===== src/rtl/if_fetch_stage.sv =====
// rtl/if_fetch_stage.sv - instruction-fetch stage: PC, single-outstanding imem fetch, IF/ID presentation
module if_fetch_stage #(
  parameter logic [31:0] RESET_PC = 32'h0000_0000
) (
  input  logic        clk,
  input  logic        rst,
  input  logic        stallF,
  input  logic        branchTaken,
  input  logic [31:0] branchAddr,
  output logic        imem_req,
  output logic [31:0] imem_addr,
  input  logic        imem_ready,
  input  logic        imem_rvalid,
  input  logic [31:0] imem_rdata,
  output logic [31:0] instrF,
  output logic [31:0] PCF,
  output logic [31:0] PCPlus4F,
  output logic        validF
);

  typedef enum logic [1:0] {
    S_IDLE = 2'd0,  // nothing outstanding, requesting pc
    S_WAIT = 2'd1,  // request accepted, data will be kept
    S_HOLD = 2'd2,  // instruction presented to IF/ID
    S_DROP = 2'd3   // request accepted, data will be thrown away
  } state_t;

  state_t      state_q;
  logic [31:0] pc_q;
  logic [31:0] instr_q;
  logic [31:0] pcf_q;
  logic [31:0] pcp4_q;
  logic        valid_q;

  logic [31:0] pc_plus4;
  logic [31:0] branch_tgt;
  logic        accepted;

  // pc+4 wraps naturally in 32 bits; redirect target is forced word-aligned
  assign pc_plus4   = pc_q + 32'd4;
  assign branch_tgt = branchAddr & 32'hFFFF_FFFC;

  // Request only when nothing is in flight: idle, or the held instruction leaves this cycle.
  // A redirect cycle never requests, so the old pc can never be fetched.
  assign imem_req  = !branchTaken &&
                     ((state_q == S_IDLE) || ((state_q == S_HOLD) && !stallF));
  assign imem_addr = (state_q == S_HOLD) ? pc_plus4 : pc_q;
  assign accepted  = imem_req && imem_ready;

  assign instrF   = instr_q;
  assign PCF      = pcf_q;
  assign PCPlus4F = pcp4_q;
  assign validF   = valid_q;

  // Fetch FSM with pc and IF/ID output registers; redirect outranks stall and rvalid
  always_ff @(posedge clk or negedge rst) begin
    if (!rst) begin
      state_q <= S_IDLE;
      pc_q    <= RESET_PC;
      instr_q <= 32'd0;
      pcf_q   <= 32'd0;
      pcp4_q  <= 32'd0;
      valid_q <= 1'b0;
    end else if (branchTaken) begin
      pc_q    <= branch_tgt;
      valid_q <= 1'b0;
      if (((state_q == S_WAIT) || (state_q == S_DROP)) && !imem_rvalid) begin
        state_q <= S_DROP;
      end else begin
        state_q <= S_IDLE;
      end
    end else begin
      case (state_q)
        S_IDLE: begin
          if (accepted) state_q <= S_WAIT;
        end
        S_WAIT: begin
          if (imem_rvalid) begin
            instr_q <= imem_rdata;
            pcf_q   <= pc_q;
            pcp4_q  <= pc_plus4;
            valid_q <= 1'b1;
            state_q <= S_HOLD;
          end
        end
        S_HOLD: begin
          if (!stallF) begin
            pc_q    <= pc_plus4;
            valid_q <= 1'b0;
            state_q <= accepted ? S_WAIT : S_IDLE;
          end
        end
        S_DROP: begin
          if (imem_rvalid) state_q <= S_IDLE;
        end
        default: begin
          state_q <= S_IDLE;
        end
      endcase
    end
  end

endmodule


===== config.mk =====
export PLATFORM = sky130hd
export DESIGN_NAME = if_fetch_stage
export DESIGN_NICKNAME = d
export VERILOG_FILES = /design/src/rtl/if_fetch_stage.sv
export SDC_FILE = /design/constraint.sdc
export NUM_CORES = 1
export LEC_CHECK = 0
export CORE_UTILIZATION = 26
export DETAILED_ROUTE_END_ITERATION = 6
export GPL_TIMING_DRIVEN = 0
export SLEW_MARGIN = 20
export SYNTH_ARGS = -nofsm -noshare
export SYNTH_HDL_FRONTEND = slang
export SYNTH_SLANG_ARGS = --single-unit

===== constraint.sdc =====
create_clock -name clk -period 3 [get_ports clk]
set_clock_uncertainty 0.2 [all_clocks]
set_input_delay 0.6 -clock clk [delete_from_list [all_inputs] [get_ports clk]]
set_output_delay 0.6 -clock clk [all_outputs]
set_load 0.005 [all_outputs]

## Yosys cells after proc, flatten, opt, wreduce, memory -nomap -nowiden

Cells that the tools add are included.

| word-level totals | value |
|---|---|
| register bits after elaboration | 131 |
| bits of input ports | 70 |
| logic and storage cells | 48 |

| cells by class | value |
|---|---|
| add/subtract/negate cells | 1 |
| equal/unequal tests | 8 |
| multiplexer cells | 16 |
| bitwise operators | 1 |
| reduce and logical (&&, ||, !) cells | 16 |

Operators by type and width:

| kind | count |
|---|---|
| 32-bit 2-to-1 mux | 4 |
| 32-bit by 3-bit adder with 32-bit output, second input constant | 1 |
| 2-bit 2-to-1 mux | 6 |
| 3-bit != test, second input constant | 4 |
| 2-bit one-hot mux with 4 select lines | 1 |
| 3-bit AND reduction | 2 |
| 2-bit equality test, second input constant | 2 |
| 1-bit logical AND | 4 |
| 1-bit 2-to-1 mux | 4 |
| 4-bit AND reduction | 1 |
| 1-bit zero test | 3 |
| 3-bit nonzero test | 1 |
| 2-bit by 1-bit equality test with 1-bit output, second input constant | 1 |
| 2-bit zero test | 1 |
| 1-bit logical OR | 2 |
| 2-bit by 1-bit != test with 1-bit output, second input constant | 1 |
| 1-bit one-hot mux with 2 select lines | 1 |
| 2-bit AND reduction | 1 |
| 2-bit nonzero test | 1 |
| 1-bit inverter | 1 |

## Logic depth before layout (Yosys ltp)

| logic depth | value |
|---|---|
| depth after elaboration | 9 |
| depth in mapped cells | 8 |
| mapped depth without buffers | 6 |

## Least setup slack after synthesis

OpenSTA, ideal clock, no wires.

| path | value |
|---|---|
| path type | register -> output |
| from | register pc_q[2] |
| to | output port imem_addr[24] |
| data arrival time | 1.600 ns |
| path slack | 0.600 ns |
| cell stages (with the launch flop) | 7 |
| buffers on the path | 1 |
| path through | dfrtp_1 ha_1 and2_1 buf_2 nand4_2 nor4_1 xor2_1 |

| between the ends | value |
|---|---|
| cells in the longest elaborated chain, start to end | 2 |

RTL lines:

| what | line | text |
|---|---|---|
| start: declaration | 29 | `logic [31:0] pc_q;` |
| start signal: assignment | 65 | `pc_q <= branch_tgt;` |
| start signal: assignment | 88 | `pc_q <= pc_plus4;` |
| 32-bit by 3-bit adder with 32-bit output | 40 | `assign pc_plus4 = pc_q + 32'd4;` |
| 32-bit 2-to-1 mux | 47 | `assign imem_addr = (state_q == S_HOLD) ? pc_plus4 : pc_q;` |
| end: declaration | 11 | `output logic [31:0] imem_addr,` |

No other way between the ends.

## Final worst setup path

| path | value |
|---|---|
| from | register pc_q[13] |
| to | output port imem_addr[21] |

The elaborated chain is that of the path after synthesis.

==> summary by stage <==
Status
The flow ran to the end, but the final reports show violations. The final reports fail on negative setup slack.

Detailed routing
After detailed routing, the average wire length per cell comes to ~16 um. The detailed router finished its first iteration with approximately 320 violations. Wires add up to ~22 mm. The routed via count is a little under 6000.

Using the TritonRoute via totals, the vias-per-cell ratio works out to around 4.4. The remaining antenna violation count after routing is 0. The number of optimization iterations in the first detailed-route pass is 4.

In the routed design, unresolved DRC markers number 0.

Yosys
The share of the Yosys chip area taken by registers is 49.19%. Yosys mapped the design onto between 40 and 50 distinct sky130hd cell types. In the synthesized netlist, the number of instances is ~730.

Summing every instance area after synthesis gives about 6400 um2. For this run, the number of Yosys warnings is 0. The total of flip-flops plus latches after synthesis is between 100 and 150. The average footprint of a synthesized cell is just under 9 um2.

Timing
Setup violations remaining at the end of the flow were counted as 3. Counting I/O delays and the setup requirement, the final critical path takes 3.047 ns. The final-report hold violation count is 0. The fraction of the cycle the final worst path needs is 101.6%. Setup repair after global routing could not meet its margin everywhere. The worst-margin pin slew is between 0.7 and 0.8 ns. The count of final max-slew check failures is 0. The achievable frequency is 328.2 MHz.

The least setup slack across all paths after layout is -0.04667 ns. In this run the tightest slew margin relative to its limit is 52.36%.

Floorplan
The overall die area is 25090 um2. The floorplan has between 50 and 60 rows. The die is roughly 160 um tall. The total I/O pin count is 200. The initial core utilization is between 20% and 30%. The die boundary width is 158.4 um. The core area is approximately 24000 um2.

Final layout
The filler cells instantiated in the layout total between 2000 and 2500. After routing the design area is between 10000 and 15000 um2. The relative area change from synthesis to final layout is 57.54%. The post-route netlist has between 10% and 20% of its cells at a drive strength greater than 1. The number of antenna diodes in the final layout is 0. The final net count is 1062.

Clock tree
The CTS tree is done. The cell chosen for the clock root is sky130_fd_sc_hd__clkbuf_16. Clock-pin slew was measured on the worst setup and hold paths at around 0.060 ns. The sink count of the clock tree is between 100 and 150. The depth of the CTS H-tree is 4. The source-to-sink clock delay at the later pin of the worst-skew pair is slightly above 0.4 ns.

The number of buffers created by CTS is 17. The maximum number of buffers from clock root to sink is 2.

Power
The final total power is between 6 and 7 mW. The worst voltage drop across the vdd grid is between 0.2 and 0.3 mV. In this run the static leakage power is about 4.5 nW. The power density relative to cell area is 657.4 nW/um2.

Global route
The first global-routing pass estimated 32.45 mm of wire. Entering global routing, the biggest net connects 94 pins. The total overflow left after global routing is 0. The number of antenna violations at the first check in global routing came to 0. The global routing usage summed across all routing layers is between 10% and 20%. The number of global-route vias before repair is 5712.

Critical path
At the worst endpoint, the required time is between 2 and 2.5 ns. The start point of the critical path is pc_q[13]$_DFFE_PN0P_. The worst setup path is captured at an output pin. The critical path class is flop to output pin.

The startpoint class of the critical path is a flop. The critical-path maximum fanout is 5. STA puts the critical path data arrival time at between 2 and 2.5 ns. The startpoint identified for the worst register-to-register timing path is pc_q[6]$_DFFE_PN0P_.

Place
The detailed-placement wirelength estimate is between 10 and 15 mm. In this run the tool buffered the top-level ports with 190 buffer cells. The routability congestion estimate is ~0.8. The placed standard-cell area is around 8700 um2.

Hold path
In this run the most critical hold path is launched from PCF[2]$_DFFE_PN0P_. The worst min-delay path class is flop to flop.

Run
The tool flagged a number of max-cap violations equal to 0.
-- kinds of logic (layout without fill, tap and decap cells) --
family,Yosys count,after routing,share of synthesized area (%)
AND/OR/NAND/NOR,378,378,27.23
buffers and inverters,70,343,5.962
adder cells (fa/ha/maj),1,1,0.1967
XOR/XNOR,85,85,11.71
flip-flops,125,125,49.19
AO/OA/AOI/OAI,63,63,5.136
other,1,6,0.05898
multiplexers,3,3,0.5116
-- critical path: stages (launching register included) --
cell and delay (ns):
sky130_fd_sc_hd__dfrtp_2 0.40, sky130_fd_sc_hd__and4_4 0.29, sky130_fd_sc_hd__nand4_4 0.11, sky130_fd_sc_hd__or2_1 0.23
sky130_fd_sc_hd__buf_6 0.13, sky130_fd_sc_hd__buf_4 0.15, sky130_fd_sc_hd__buf_6 0.12, sky130_fd_sc_hd__nor2_4 0.09
sky130_fd_sc_hd__xor2_2 0.16, sky130_fd_sc_hd__buf_2 0.14
-- flip-flops by register name, summed over array words and instances (netlist names) --
| signal | count |
|---|---|
| instrF | 32 |
| PCF | 30 |
| PCPlus4F | 30 |
| pc_q | 30 |
| state_q | 2 |
| validF | 1 |
-- worst paths after layout --
path                                         end  slack (ns)  cells past startpoint
max reg2reg                 pc_q[24]$_DFFE_PN0P_        0.57                     11
max                                imem_addr[21]       -0.05                      9
max in group asynchronous   pc_q[13]$_DFFE_PN0P_        1.41                      3
min in group asynchronous  instrF[5]$_DFFE_PN0P_        0.44                      2
min reg2reg                   PCF[2]$_DFFE_PN0P_        0.27                      2
min                           PCF[2]$_DFFE_PN0P_        0.27                      2
-- timing repair --
action                                  CTS  global route
gates cloned                              0             0
pin swaps                                25            16
hold endpoints to repair                 32             0
hold buffers                              1             0
gates resized for setup                 146            25
buffers inserted                         40            21
endpoints found under the setup margin   30            19
-- through the flow --
step	std cells	util, %	setup slack [ns]	hold WS, ns	TNS (ns)
after CTS	1312	41.73	-0.09825	0.2756	-0.1703
final	1323	42.17	-0.04667	0.2688	-0.07430
after global placement	1240	36.54	-4.105	0.2567	-517.63
after detailed placement	1241	36.67	-0.4946	0.2615	-6.081
after global routing	1323	42.17	-0.1561	0.2923	-0.5032
after floorplan	731	-	0.5997	0.1044	0
-- routing by layer --
layer | vias to the layer above | global-route usage [%] | wire [um]
met1 | 2763 | 23.13 | 9885
met5 | - | 0 | 0
met4 | 0 | 4.991 | 227
li1 | 2836 | - | -
met3 | 14 | 4.300 | 1370
met2 | 186 | 28.38 | 10040
-- layout by cell type (no fill, tap or decap), types with 5 or more instances in the layout --
cell type,Yosys,layout
sky130_fd_sc_hd__nand2_1,271,268
sky130_fd_sc_hd__clkdlybuf4s50_1,0,163
sky130_fd_sc_hd__dfrtp_1,125,121
sky130_fd_sc_hd__buf_4,12,65
sky130_fd_sc_hd__xnor2_1,49,44
sky130_fd_sc_hd__o21ai_0,42,42
sky130_fd_sc_hd__xor2_1,36,35
sky130_fd_sc_hd__clkbuf_1,29,30
sky130_fd_sc_hd__nor2_1,34,28
sky130_fd_sc_hd__clkbuf_16,0,17
sky130_fd_sc_hd__o21ai_1,16,16
sky130_fd_sc_hd__buf_2,17,15
sky130_fd_sc_hd__buf_6,6,14
sky130_fd_sc_hd__nor3_1,14,11
sky130_fd_sc_hd__dlygate4sd2_1,0,11
sky130_fd_sc_hd__nand3_1,10,9
sky130_fd_sc_hd__nor4_4,3,8
sky130_fd_sc_hd__clkbuf_8,0,7
sky130_fd_sc_hd__nor3_2,5,7
sky130_fd_sc_hd__nand4_1,6,6
sky130_fd_sc_hd__conb_1,1,6
sky130_fd_sc_hd__nor2_4,0,5
sky130_fd_sc_hd__xnor2_2,0,5
-- area by class of cell --
| class | instances | area [um2] | share of cell area (%) |
|---|---|---|---|
| Sequential cell | 125 | 3133 | 31.28 |
| Multi-Input combinational cell | 536 | 3128 | 31.23 |
| Timing Repair Buffer | 252 | 2359 | 23.54 |
| Clock buffer | 27 | 523.0 | 5.221 |
| Tap cell | 319 | 399.1 | 3.985 |
| Buffer | 59 | 397.9 | 3.972 |
| Clock inverter | 5 | 77.57 | 0.7744 |
-- power by group --
group / switching, mW / total (mW) / internal, mW / leakage (nW)
Clock: 0.736 / 2.09 / 1.35 / 0.294
Sequential: 0.285 / 2.46 / 2.17 / 1.57
Combinational: 0.820 / 2.04 / 1.22 / 2.69
Total: 1.84 / 6.59 / 4.75 / 4.55
-- cell usage after synthesis, drive strengths merged --
| master | instances | area, um2 |
|---|---|---|
| o211ai | 1 | 7.510 |
| buf | 39 | 257.7 |
| o21ai | 58 | 290.3 |
| mux2i | 1 | 10.01 |
| and3 | 6 | 37.54 |
| a21oi | 1 | 5.000 |
| a22o | 1 | 8.760 |
| and3b | 1 | 8.760 |
| mux2 | 2 | 22.52 |
| ha | 1 | 12.51 |
| nor3b | 1 | 7.510 |
| dfrtp | 125 | 3128 |
| and2 | 3 | 18.77 |
| or4 | 1 | 7.510 |
| and2b | 1 | 7.510 |
| nand2 | 271 | 1017 |
| or2 | 1 | 6.260 |
| xnor2 | 49 | 429.2 |
| conb | 1 | 3.750 |
| nor3 | 19 | 120.1 |
| a211oi | 1 | 7.510 |
| and4 | 4 | 36.29 |
| clkbuf | 31 | 121.4 |
| nor4 | 12 | 145.1 |
| nor2 | 34 | 127.6 |
| nand2b | 3 | 18.77 |
| xor2 | 36 | 315.3 |
| nand4 | 10 | 105.1 |
| o21a | 1 | 7.510 |
| nand3 | 11 | 67.57 |
Power figures use the tool's default switching activity.
